`config.mk`:
```
export PLATFORM = sky130hd
export DESIGN_NAME = beep_sequencer
export DESIGN_NICKNAME = d
export VERILOG_FILES = /design/src/rtl/beep_sequencer.sv
export SDC_FILE = /design/constraint.sdc
export NUM_CORES = 1
export LEC_CHECK = 0
export CORE_UTILIZATION = 60
export DETAILED_ROUTE_END_ITERATION = 8
export MAX_ROUTING_LAYER = met4
export PLACE_DENSITY = 0.83
export SLEW_MARGIN = 20
export SYNTH_ARGS = -nofsm -noshare
export SYNTH_HDL_FRONTEND = slang
export SYNTH_SLANG_ARGS = --single-unit
```
`constraint.sdc`:
```
create_clock -name sys_clk -period 3.2 [get_ports sys_clk]
set_input_delay 0.64 -clock sys_clk [delete_from_list [all_inputs] [get_ports sys_clk]]
set_output_delay 0.64 -clock sys_clk [all_outputs]
set_load 0.005 [all_outputs]
```
`src/rtl/beep_sequencer.sv`:
```
// Fixed-priority buzzer arbiter: serves one of three requesters with a burst of
// 1..4 square-wave tone pulses, then holds a silent gap before the next burst.
module beep_sequencer #(
    parameter int TONE_HALF = 12500,
    parameter int ON_CYC    = 5000000,
    parameter int OFF_CYC   = 5000000
) (
    input  logic       sys_clk,
    input  logic       sys_rst,
    input  logic [2:0] req,
    input  logic [5:0] req_cnt,
    input  logic       mute,
    output logic       beep,
    output logic [2:0] grant,
    output logic       busy,
    output logic       done
);

    localparam int TONE_W = (TONE_HALF > 1) ? $clog2(TONE_HALF) : 1;
    localparam int ON_W   = (ON_CYC > 1) ? $clog2(ON_CYC) : 1;
    localparam int OFF_W  = (OFF_CYC > 1) ? $clog2(OFF_CYC) : 1;

    localparam logic [TONE_W-1:0] TONE_LAST = TONE_W'(TONE_HALF - 1);
    localparam logic [ON_W-1:0]   ON_LAST   = ON_W'(ON_CYC - 1);
    localparam logic [OFF_W-1:0]  OFF_LAST  = OFF_W'(OFF_CYC - 1);

    typedef enum logic [1:0] {IDLE, ON, OFF, GAP} state_t;

    state_t            state, state_n;
    logic [ON_W-1:0]   on_cnt, on_cnt_n;
    logic [OFF_W-1:0]  off_cnt, off_cnt_n;
    logic [TONE_W-1:0] tone_cnt, tone_cnt_n;
    logic              phase, phase_n;
    logic [2:0]        remaining, remaining_n;
    logic [2:0]        pending, pending_n;
    logic [5:0]        cnt_lat, cnt_lat_n;
    logic [2:0]        pick, take;
    logic [1:0]        pick_cnt;
    logic [2:0]        grant_n;
    logic              beep_n, busy_n, done_n;

    // Highest-index pending requester wins
    always_comb begin
        pick     = 3'b000;
        pick_cnt = 2'd0;
        if (pending[2]) begin
            pick     = 3'b100;
            pick_cnt = cnt_lat[5:4];
        end else if (pending[1]) begin
            pick     = 3'b010;
            pick_cnt = cnt_lat[3:2];
        end else if (pending[0]) begin
            pick     = 3'b001;
            pick_cnt = cnt_lat[1:0];
        end
    end

    assign take = (state == IDLE && !mute) ? pick : 3'b000;

    // A request in the grant cycle re-arms its pending bit for a later burst
    always_comb begin
        pending_n = pending & ~take;
        cnt_lat_n = cnt_lat;
        for (int i = 0; i < 3; i++) begin
            if (req[i]) begin
                pending_n[i]       = 1'b1;
                cnt_lat_n[2*i +: 2] = req_cnt[2*i +: 2];
            end
        end
        if (mute) begin
            pending_n = 3'b000;
            cnt_lat_n = cnt_lat;
        end
    end

    always_comb begin
        state_n     = state;
        on_cnt_n    = on_cnt;
        off_cnt_n   = off_cnt;
        tone_cnt_n  = tone_cnt;
        phase_n     = phase;
        remaining_n = remaining;
        grant_n     = grant;
        done_n      = 1'b0;
        case (state)
            IDLE: begin
                if (pick != 3'b000) begin
                    state_n     = ON;
                    grant_n     = pick;
                    remaining_n = {1'b0, pick_cnt} + 3'd1;
                    on_cnt_n    = '0;
                    tone_cnt_n  = '0;
                    phase_n     = 1'b1;
                end
            end
            ON: begin
                if (on_cnt == ON_LAST) begin
                    on_cnt_n    = '0;
                    off_cnt_n   = '0;
                    tone_cnt_n  = '0;
                    phase_n     = 1'b0;
                    remaining_n = remaining - 3'd1;
                    state_n     = (remaining_n != 3'd0) ? OFF : GAP;
                end else begin
                    on_cnt_n = on_cnt + ON_W'(1);
                    if (tone_cnt == TONE_LAST) begin
                        tone_cnt_n = '0;
                        phase_n    = ~phase;
                    end else begin
                        tone_cnt_n = tone_cnt + TONE_W'(1);
                    end
                end
            end
            OFF: begin
                if (off_cnt == OFF_LAST) begin
                    state_n    = ON;
                    off_cnt_n  = '0;
                    on_cnt_n   = '0;
                    tone_cnt_n = '0;
                    phase_n    = 1'b1;
                end else begin
                    off_cnt_n = off_cnt + OFF_W'(1);
                end
            end
            GAP: begin
                if (off_cnt == OFF_LAST) begin
                    state_n   = IDLE;
                    off_cnt_n = '0;
                    grant_n   = 3'b000;
                    done_n    = 1'b1;
                end else begin
                    off_cnt_n = off_cnt + OFF_W'(1);
                end
            end
            default: state_n = IDLE;
        endcase
        // Abort: drop the burst silently, no completion pulse
        if (mute) begin
            state_n     = IDLE;
            on_cnt_n    = '0;
            off_cnt_n   = '0;
            tone_cnt_n  = '0;
            phase_n     = 1'b0;
            remaining_n = 3'd0;
            grant_n     = 3'b000;
            done_n      = 1'b0;
        end
        beep_n = (state_n == ON) && phase_n;
        busy_n = (state_n != IDLE);
    end

    always_ff @(posedge sys_clk) begin
        if (sys_rst) begin
            state     <= IDLE;
            on_cnt    <= '0;
            off_cnt   <= '0;
            tone_cnt  <= '0;
            phase     <= 1'b0;
            remaining <= 3'd0;
            pending   <= 3'b000;
            cnt_lat   <= 6'd0;
            grant     <= 3'b000;
            beep      <= 1'b0;
            busy      <= 1'b0;
            done      <= 1'b0;
        end else begin
            state     <= state_n;
            on_cnt    <= on_cnt_n;
            off_cnt   <= off_cnt_n;
            tone_cnt  <= tone_cnt_n;
            phase     <= phase_n;
            remaining <= remaining_n;
            pending   <= pending_n;
            cnt_lat   <= cnt_lat_n;
            grant     <= grant_n;
            beep      <= beep_n;
            busy      <= busy_n;
            done      <= done_n;
        end
    end

endmodule

```
Word-level counts from Yosys, hierarchy flattened
Cells that the tools add are included.
Storage, ports and cells
  bits in registers: 81
  output and inout port bits: 6
  word-level logic and storage cells: 98
Cells by class
  reduce and logical (&&, ||, !) cells: 21
  eq/ne operators: 11
  bitwise operators: 5
  $add $sub $neg: 5
  mux-type cells: 42
Operators with widths (number)
  two-way mux 23 bit: 5
  case mux 23 bit (3 select lines): 1
  two-way mux 14 bit: 4
  adder 23 x 1 -> 23 bit (second input constant): 2
  == test 23 bit (second input constant): 2
  case mux 23 bit (2 select lines): 1
  case mux 14 bit (3 select lines): 1
  two-way mux 2 bit: 9
  two-way mux 3 bit: 6
  adder 14 x 1 -> 14 bit (second input constant): 1
  == test 14 bit (second input constant): 1
  case mux 3 bit (2 select lines): 2
  two-way mux 1 bit: 11
  AND reduction 3 bit: 3
  nonzero test 3 bit: 3
  case mux 2 bit (4 select lines): 1
  AND reduction 2 bit: 4
  nonzero test 2 bit: 4
  != test 2 bit (second input constant): 3
  == test 2 x 1 -> 1 bit (second input constant): 2
  == test 2 bit (second input constant): 2
  OR reduction 2 bit: 2
  adder 2 x 1 -> 3 bit (second input constant): 1
  AND 3 bit: 1
  other kinds (9): 12

Logic depth before layout (Yosys ltp)
Gate-level depths: netlist of the first run.
  word-level depth: 9
  mapped depth: 10
  gate-level depth less buffers: 8

Worst setup path before layout of the first run
Ideal clock, no wire load.
  path kind: register -> register
  start point: register off_cnt[0]
  end point: register on_cnt[22]
  path slack: 0.830 ns
  setup time: 0.117 ns
  path buffers: 2
  period minus slack after synthesis: 2.370 ns
  data arrival time: 2.253 ns
  stages on the path, launching flop included: 10
  cell sequence: dfxtp_1 -> ha_1 -> nand4_1 -> or3_1 -> o31a_1 -> clkbuf_1 -> buf_2 -> nor4_1 -> xnor2_1 -> nor2_1
Between the ends
  cells in the longest elaborated chain, start to end: 3
RTL lines
  from (decl): RTL line 31  | logic [OFF_W-1:0] off_cnt, off_cnt_n;
  from (signal assigned): RTL line 169  | off_cnt <= off_cnt_n;
  == test 23 bit: RTL line 115  | if (off_cnt == OFF_LAST) begin
  != test 2 bit (no line)
  AND reduction 3 bit (no line)
  to (signal assigned): RTL line 168  | on_cnt <= on_cnt_n;
  to (decl): RTL line 30  | logic [ON_W-1:0] on_cnt, on_cnt_n;
Every way passes these cells.
A chain may end at the register's enable or synchronous reset.

Worst setup path in the final report of the first run
Same ends and word-level chain as after synthesis.

==> key figures, run 1 <==
STA
  • Actual slew at the worst max-slew pin: 0.527 ns
  • Fmax: 377 MHz
  • Hold slack: 0.482 ns
  • Final-report hold violation count: 0
  • Minimum clock period: 2.65 ns
  • Final Cycle Share: 82.9%
  • RSZ-0062 raised after global routing: no
  • Slew margin rel.: 64.9%
  • Final WS setup: 0.547 ns
  • Setup violators final: 0
  • Fin. max-slew vios: 0
  • Post-Route Skew: 0.0121 ns
  • Post-Route Setup TNS: 0 ns

Routing
  • Total vias in the final route: 3692
  • Post-route antenna net violation count: 0
  • DRC: 0
  • Detailed Route Iter0 Violations: 261
  • Via-per-instance ratio: 6.14
  • DR pass1 iterations: 7
  • Drt total wl: 8.93 mm
  • Wire per inst: 14.9 µm

Die
  • Starting Density: 63.4%
  • Floorplan row count: 29
  • Die height: 84.8 µm
  • Die area: 7190 µm²
  • Top Ports: 18
  • Core area: 6490 µm²
  • Die width: 84.8 µm

Yosys
  • Post-synthesis adder-cell area fraction: 3.04%
  • Proportion of synthesized area in mux cells: 0.973%
  • Xor/xnor cell area share of the yosys netlist: 11.3%
  • Register area share after synthesis: 39.4%
  • Post-Synthesis Cells: 500
  • Top FF cell, synth: dfxtp_1
  • Yosys reg bits: 81
  • EDFF count, synth: 0
  • Asr flop ratio synth: 0%
  • Combinational family with the most area after synthesis: simple AND/OR/NAND/NOR gates
  • Synth warnings: 0
  • Syn Area/Cell: 8.23 µm²
  • Cell variety after synth: 57
  • Post-synthesis simple-gate area fraction: 31.3%
  • Syn Nets: 522
  • Mapped Area: 4120 µm²
  • Post-synthesis compound-gate area fraction: 10.5%

GRT
  • GRT Residual Overflow: 0
  • Pin count of the biggest net entering global routing: 24
  • Vias in the first global route: 3528
  • First-pass GRT wire length: 15.5 mm
  • Total GRT Usage: 27.3%
  • Initial antenna violation count: 0

Worst setup path
  • Endpoint class of the critical path: flop
  • Slowest CP cell: or3_1
  • Data arrival, critical path: 2.90 ns
  • Worst Path Max Fanout: 17
  • Req. time, crit path: 3.44 ns
  • Worst path cell trace: ha_1 -> nand4_1 -> or3_1 -> o31a_1 -> buf_4 -> nor4_1 -> xnor2_1 -> nor2_1
  • Critical path class: reg2reg
  • Crit path launch type: flop
  • CP peak stage delay: 0.45 ns

CTS
  • Worst-path clk slew: 0.09 ns
  • H-tree depth: 3
  • Setup Buffers After CTS: 0
  • CTS hold repair buffers: 0
  • Clock root cell: clkbuf_8
  • Clock buffer depth: 2
  • Post_cts resized: 0
  • Clock sinks: 81
  • CTS tree: built
  • Cts bufs inserted: 9
  • Clk Latency, worst-skew pair: 0.36 ns

Placement
  • Hpwl dp: 6.22 mm
  • Post-DP Area: 4390 µm²
  • GPL Wtd Cong: 0.886
  • Place WS: 0.616 ns
  • Port bufs: 17

Hold path
  • HP Class: reg2reg

Power
  • Leakage: 1.45 nW
  • Peak supply drop: 0.301 mV
  • Power per Cell Area: 426 nW/µm²
  • Total power: 1.96 mW

Cells and area
  • Finished layout cell area: 4600 µm²
  • Fraction of layout cells with a size suffix above 1: 7.44%
  • Area Growth Syn to Fin: 11.7%
  • Fillcell total: 514
  • Layout net count: 542
  • Ant diodes: 0

Run
  • Max Cap Viol: 0

Outcome
  • Status: finished clean
==> worst max-delay path, delay by kind of cell (launching register included) <==
kind | cells | cell delay [ns]
AO/OA/AOI/OAI | 1 | 0.44
flip-flops | 1 | 0.41
buffers and inverters | 1 | 0.28
XOR/XNOR | 1 | 0.16
adder cells (fa/ha/maj) | 1 | 0.21
AND/OR/NAND/NOR | 4 | 1.02
==> metrics by stage <==
| stage | std cells | utilization (%) |
|---|---|---|
| after floorplan | 500 | - |
| after global placement | 586 | 67.6 |
| after detailed placement | 586 | 67.6 |
| after CTS | 601 | 70.8 |
| after global routing | 601 | 70.8 |
| final | 601 | 70.8 |
==> cell usage in the layout (no fill, tap or decap), drive strengths merged, types with 3 or more instances in the layout <==
cell           instances
or2                    3
nand2                 36
o21a                   3
dfxtp                 81
clkinvlp               3
buf                   13
nand4                 19
nor4b                 11
xor2                  13
nor2                  88
nand3                 25
inv                   14
o22ai                  4
o31ai                  4
a21oi                 22
clkdlybuf4s50         17
o21ai                 11
ha                    10
and3                   4
nor2b                  3
nor4                  20
nor3                  22
xnor2                 40
and2                   4
or3                    4
mux2i                  4
or4                    5
clkbuf                11
==> metal layers <==
| metal | wire length [µm] | track usage (%) |
|---|---|---|
| met5 | 0 | - |
| met1 | 4030 | 32.7 |
| met4 | 157 | 9.55 |
| met2 | 4330 | 46.0 |
| met3 | 413 | 5.45 |
==> layout make-up <==
cell class | count | area [µm²] | area share, %
flip-flops and latches | 81 | 1620 | 35.3
inverters | 15 | 56.3 | 1.22
multi-input cells | 383 | 2350 | 51.1
well taps | 77 | 96.3 | 2.10
clock buffers | 11 | 151 | 3.29
repair buffers | 30 | 268 | 5.82
clock inverters | 4 | 52.6 | 1.14
==> final timing paths <==
kind | startpoint | to | slack [ns] | cells past startpoint
min reg2reg | on_cnt[1]$_SDFFE_PP0P_ | on_cnt[1]$_SDFFE_PP0P_ | 0.48 | 2
max | off_cnt[0]$_SDFFE_PP0P_ | on_cnt[22]$_SDFFE_PP0P_ | 0.55 | 8
min | on_cnt[1]$_SDFFE_PP0P_ | on_cnt[1]$_SDFFE_PP0P_ | 0.48 | 2
max reg2reg | off_cnt[0]$_SDFFE_PP0P_ | on_cnt[22]$_SDFFE_PP0P_ | 0.55 | 8
==> state kept, by name, indices dropped and copies added, names as in the netlist <==
signal,count
state,2
beep,1
remaining,3
grant,3
busy,1
off_cnt,23
cnt_lat,6
phase,1
pending,3
tone_cnt,14
on_cnt,23
done,1
==> logic make-up (layout without fill, tap and decap cells) <==
group	after synthesis	count (layout)
adders and majority gates	10	10
and+or+nand+nor	252	252
muxes	4	4
xor gates and xnor gates	53	53
AOI/OAI and AO/OA	64	64
DFF	81	81
buffers and inverters	36	60
==> Yosys cell counts, types with 3 or more instances <==
cell type | instances | area, µm²
nor4_1 | 19 | 119
o21a_1 | 3 | 22.5
and2_1 | 4 | 25.0
and3_1 | 4 | 25.0
nand3_1 | 25 | 125
clkbuf_1 | 13 | 48.8
nand2_1 | 35 | 131
nand4_1 | 18 | 113
o22ai_1 | 4 | 25.0
or4_1 | 5 | 37.5
a21oi_1 | 22 | 110
nor3_1 | 22 | 110
xor2_1 | 13 | 114
dfxtp_1 | 81 | 1620
mux2i_1 | 4 | 40.0
o21ai_0 | 10 | 50.1
nor2b_1 | 3 | 18.8
nor2_1 | 88 | 330
or3_1 | 4 | 25.0
ha_1 | 10 | 125
inv_1 | 14 | 52.6
nor4b_1 | 10 | 87.6
xnor2_1 | 40 | 350
buf_2 | 6 | 30.0
==> power by group <==
group          internal [mW]  switching [mW]  leakage, nW
Clock                  0.398           0.369       0.0937
Sequential              1.02          0.0106        0.654
Combinational         0.0609          0.0995        0.704
Total                   1.48           0.479         1.45
(Power assumes the default switching activity.)
==> run 2: changes to the inputs <==
clock period = 2.8 ns   (was 3.2 ns; I/O delays follow)
==> key figures, run 2 (synthesis gave the netlist of run 1 again) <==
Placement
  • Port bufs: 17 (unchanged)
  • Hpwl dp: 6.35 mm (was 6.22 mm)
  • GPL Wtd Cong: 0.865 (was 0.886)

Worst setup path
  • R2R Path Start: off_cnt[0]$_SDFFE_PP0P_ (unchanged)
  • Worst path cell trace: ha_1 -> nand4_1 -> or3_1 -> o31a_1 -> buf_4 -> nor4b_1 -> xnor2_1 -> nor2_1 (was ha_1 -> nand4_1 -> or3_1 -> o31a_1 -> buf_4 -> nor4_1 -> xnor2_1 -> nor2_1)
  • Endpoint class of the critical path: flop (unchanged)
  • Data arrival, critical path: 2.87 ns (was 2.90 ns)
  • FF-to-FF path depth: 8 (unchanged)
  • Critical path class: reg2reg (unchanged)
  • CP endpoint: on_cnt[5]$_SDFFE_PP0P_ (was on_cnt[22]$_SDFFE_PP0P_)
  • CP peak stage delay: 0.46 ns (was 0.45 ns)
  • Internal reg-to-reg setup slack: 0.18 ns (was 0.55 ns)
  • Slowest CP cell: or3_1 (unchanged)
  • R2r endpoint: on_cnt[5]$_SDFFE_PP0P_ (was on_cnt[22]$_SDFFE_PP0P_)
  • Crit path launch: off_cnt[0]$_SDFFE_PP0P_ (unchanged)
  • Crit path launch type: flop (unchanged)
  • Worst Path Max Fanout: 17 (unchanged)
  • Req. time, crit path: 3.05 ns (was 3.44 ns)

Cells and area
  • Area Growth Syn to Fin: 12.6% (was 11.7%)
  • Most common cell after layout, fill and taps aside: nor2_1 (unchanged)
  • Largest regs: off_cnt (23), on_cnt (23), tone_cnt (14) (unchanged)
  • Layout net count: 545 (was 542)
  • Ant diodes: 0 (unchanged)
  • Fillcell total: 497 (was 514)
  • Most frequent cells in the layout: nor2_1 (88), dfxtp_1 (81), xnor2_1 (40) (unchanged)
  • Fraction of layout cells with a size suffix above 1: 8.14% (was 7.44%)

STA
  • RSZ-0062 raised after global routing: no (unchanged)
  • Fmax: 382 MHz (was 377 MHz)
  • Setup violators final: 0 (unchanged)
  • Hold slack: 0.479 ns (was 0.482 ns)
  • Post-Route Skew: 0.00965 ns (was 0.0121 ns)
  • Actual slew at the worst max-slew pin: 0.624 ns (was 0.527 ns)
  • Post-Route Setup TNS: 0 ns (unchanged)
  • Minimum clock period: 2.62 ns (was 2.65 ns)
  • Slew margin rel.: 58.3% (was 64.9%)
  • Final Cycle Share: 93.4% (was 82.9%)
  • Fin. max-slew vios: 0 (unchanged)
  • Final-report hold violation count: 0 (unchanged)

CTS
  • Clock root cell: clkbuf_8 (unchanged)
  • Clk Latency, worst-skew pair: 0.36 ns (about the same)
  • Worst-path clk slew: 0.08 ns (was 0.09 ns)
  • Clock sinks: 81 (unchanged)
  • Setup Buffers After CTS: 0 (unchanged)
  • H-tree depth: 3 (unchanged)
  • Cts bufs inserted: 9 (unchanged)
  • CTS hold repair buffers: 0 (unchanged)
  • Clock buffer depth: 2 (unchanged)
  • CTS tree: built (unchanged)
  • Post_cts resized: 0 (unchanged)

Routing
  • Via-per-instance ratio: 6.07 (was 6.14)
  • Total vias in the final route: 3671 (was 3692)
  • Detailed Route Iter0 Violations: 291 (was 261)
  • Drt total wl: 9.12 mm (was 8.93 mm)
  • Post-route antenna net violation count: 0 (unchanged)
  • DR pass1 iterations: 7 (unchanged)
  • Wire per inst: 15.1 µm (was 14.9 µm)
  • DRC: 0 (unchanged)

Hold path
  • HP Class: reg2reg (unchanged)

Power
  • Peak supply drop: 0.369 mV (was 0.301 mV)
  • Power per Cell Area: 493 nW/µm² (was 426 nW/µm²)
  • Leakage: 1.48 nW (was 1.45 nW)

Die
  • Die height: 84.8 µm (unchanged)
  • Starting Density: 63.4% (unchanged)
  • Die area: 7190 µm² (unchanged)
  • Die width: 84.8 µm (unchanged)
  • Core area: 6490 µm² (unchanged)
  • Floorplan row count: 29 (unchanged)
  • Top Ports: 18 (unchanged)

GRT
  • Pin count of the biggest net entering global routing: 24 (unchanged)
  • Initial antenna violation count: 0 (unchanged)
  • Vias in the first global route: 3562 (was 3528)
  • Total GRT Usage: 28.2% (was 27.3%)
  • GRT Residual Overflow: 0 (unchanged)
  • First-pass GRT wire length: 15.8 mm (was 15.5 mm)

Run
  • Max Cap Viol: 0 (unchanged)

Outcome
  • Status: finished clean (unchanged)
-- run 2: worst max-delay path: cells and delay by family, from the launching register on --
family,cells,cell delay [ns]
AO/OA/AOI/OAI,1,0.43
adder cells (fa/ha/maj),1,0.19
AND/OR/NAND/NOR,4,1.05
XOR/XNOR,1,0.17
buffers and inverters,1,0.27
flip-flops,1,0.40
-- run 2: how the worst min path moves through the flow --
stage | to | slack (ns) | depth (start not counted) | startpoint
floorplan | on_cnt[1]$_SDFFE_PP0P_ | 0.44 | 2 | on_cnt[1]$_SDFFE_PP0P_
global placement | on_cnt[1]$_SDFFE_PP0P_ | 0.46 | 2 | on_cnt[1]$_SDFFE_PP0P_
detailed placement | cnt_lat[2]$_SDFFE_PP0P_ | 0.47 | 2 | cnt_lat[2]$_SDFFE_PP0P_
CTS | cnt_lat[2]$_SDFFE_PP0P_ | 0.48 | 2 | cnt_lat[2]$_SDFFE_PP0P_
global route | on_cnt[1]$_SDFFE_PP0P_ | 0.52 | 2 | on_cnt[1]$_SDFFE_PP0P_
finish | cnt_lat[2]$_SDFFE_PP0P_ | 0.48 | 2 | cnt_lat[2]$_SDFFE_PP0P_
-- run 2: power breakdown --
part           switching, mW  internal (mW)  total, mW
Sequential            0.0116           1.17       1.18
Clock                  0.426          0.501      0.927
Combinational          0.113         0.0698      0.182
-- run 2: metrics by stage --
step / total power, mW / util (%) / std cells / setup WS, ns / area (µm²)
floorplan: 1.32 / - / 500 / 0.430 / 4120
global placement: 1.38 / 68.0 / 589 / 0.305 / 4420
detailed placement: 1.38 / 68.0 / 589 / 0.199 / 4420
CTS: 2.30 / 71.4 / 605 / 0.197 / 4630
global route: 2.38 / 71.4 / 605 / 0.0282 / 4630
finish: 2.29 / 71.4 / 605 / 0.184 / 4630
-- run 2: layout make-up --
| type | count | area, µm² | share of cell area, % |
|---|---|---|---|
| tap | 77 | 96.3 | 2.08 |
| inverter | 15 | 56.3 | 1.21 |
| multi-input combinational | 383 | 2350 | 50.7 |
| clock inverter | 7 | 95.1 | 2.05 |
| sequential | 81 | 1620 | 35.0 |
| timing repair buffer | 33 | 290 | 6.26 |
| clock buffer | 9 | 124 | 2.67 |
-- run 2: per-layer routing --
metal  track usage [%]  routed length [µm]  vias to the layer above
met5                 -                   0                        -
met4              10.2                 153                        0
met3              7.39                 439                       19
met2              46.4                4510                      104
met1              33.4                4020                     1729
li1                  -                   -                     1819
==> run 3: changes to the inputs <==
SKIP_CTS_REPAIR_TIMING = 1   (was not set)
SKIP_LAST_GASP = 1   (was not set)
==> results of run 3 <==
Final layout, timing and power as in run 2 (identical DEF).
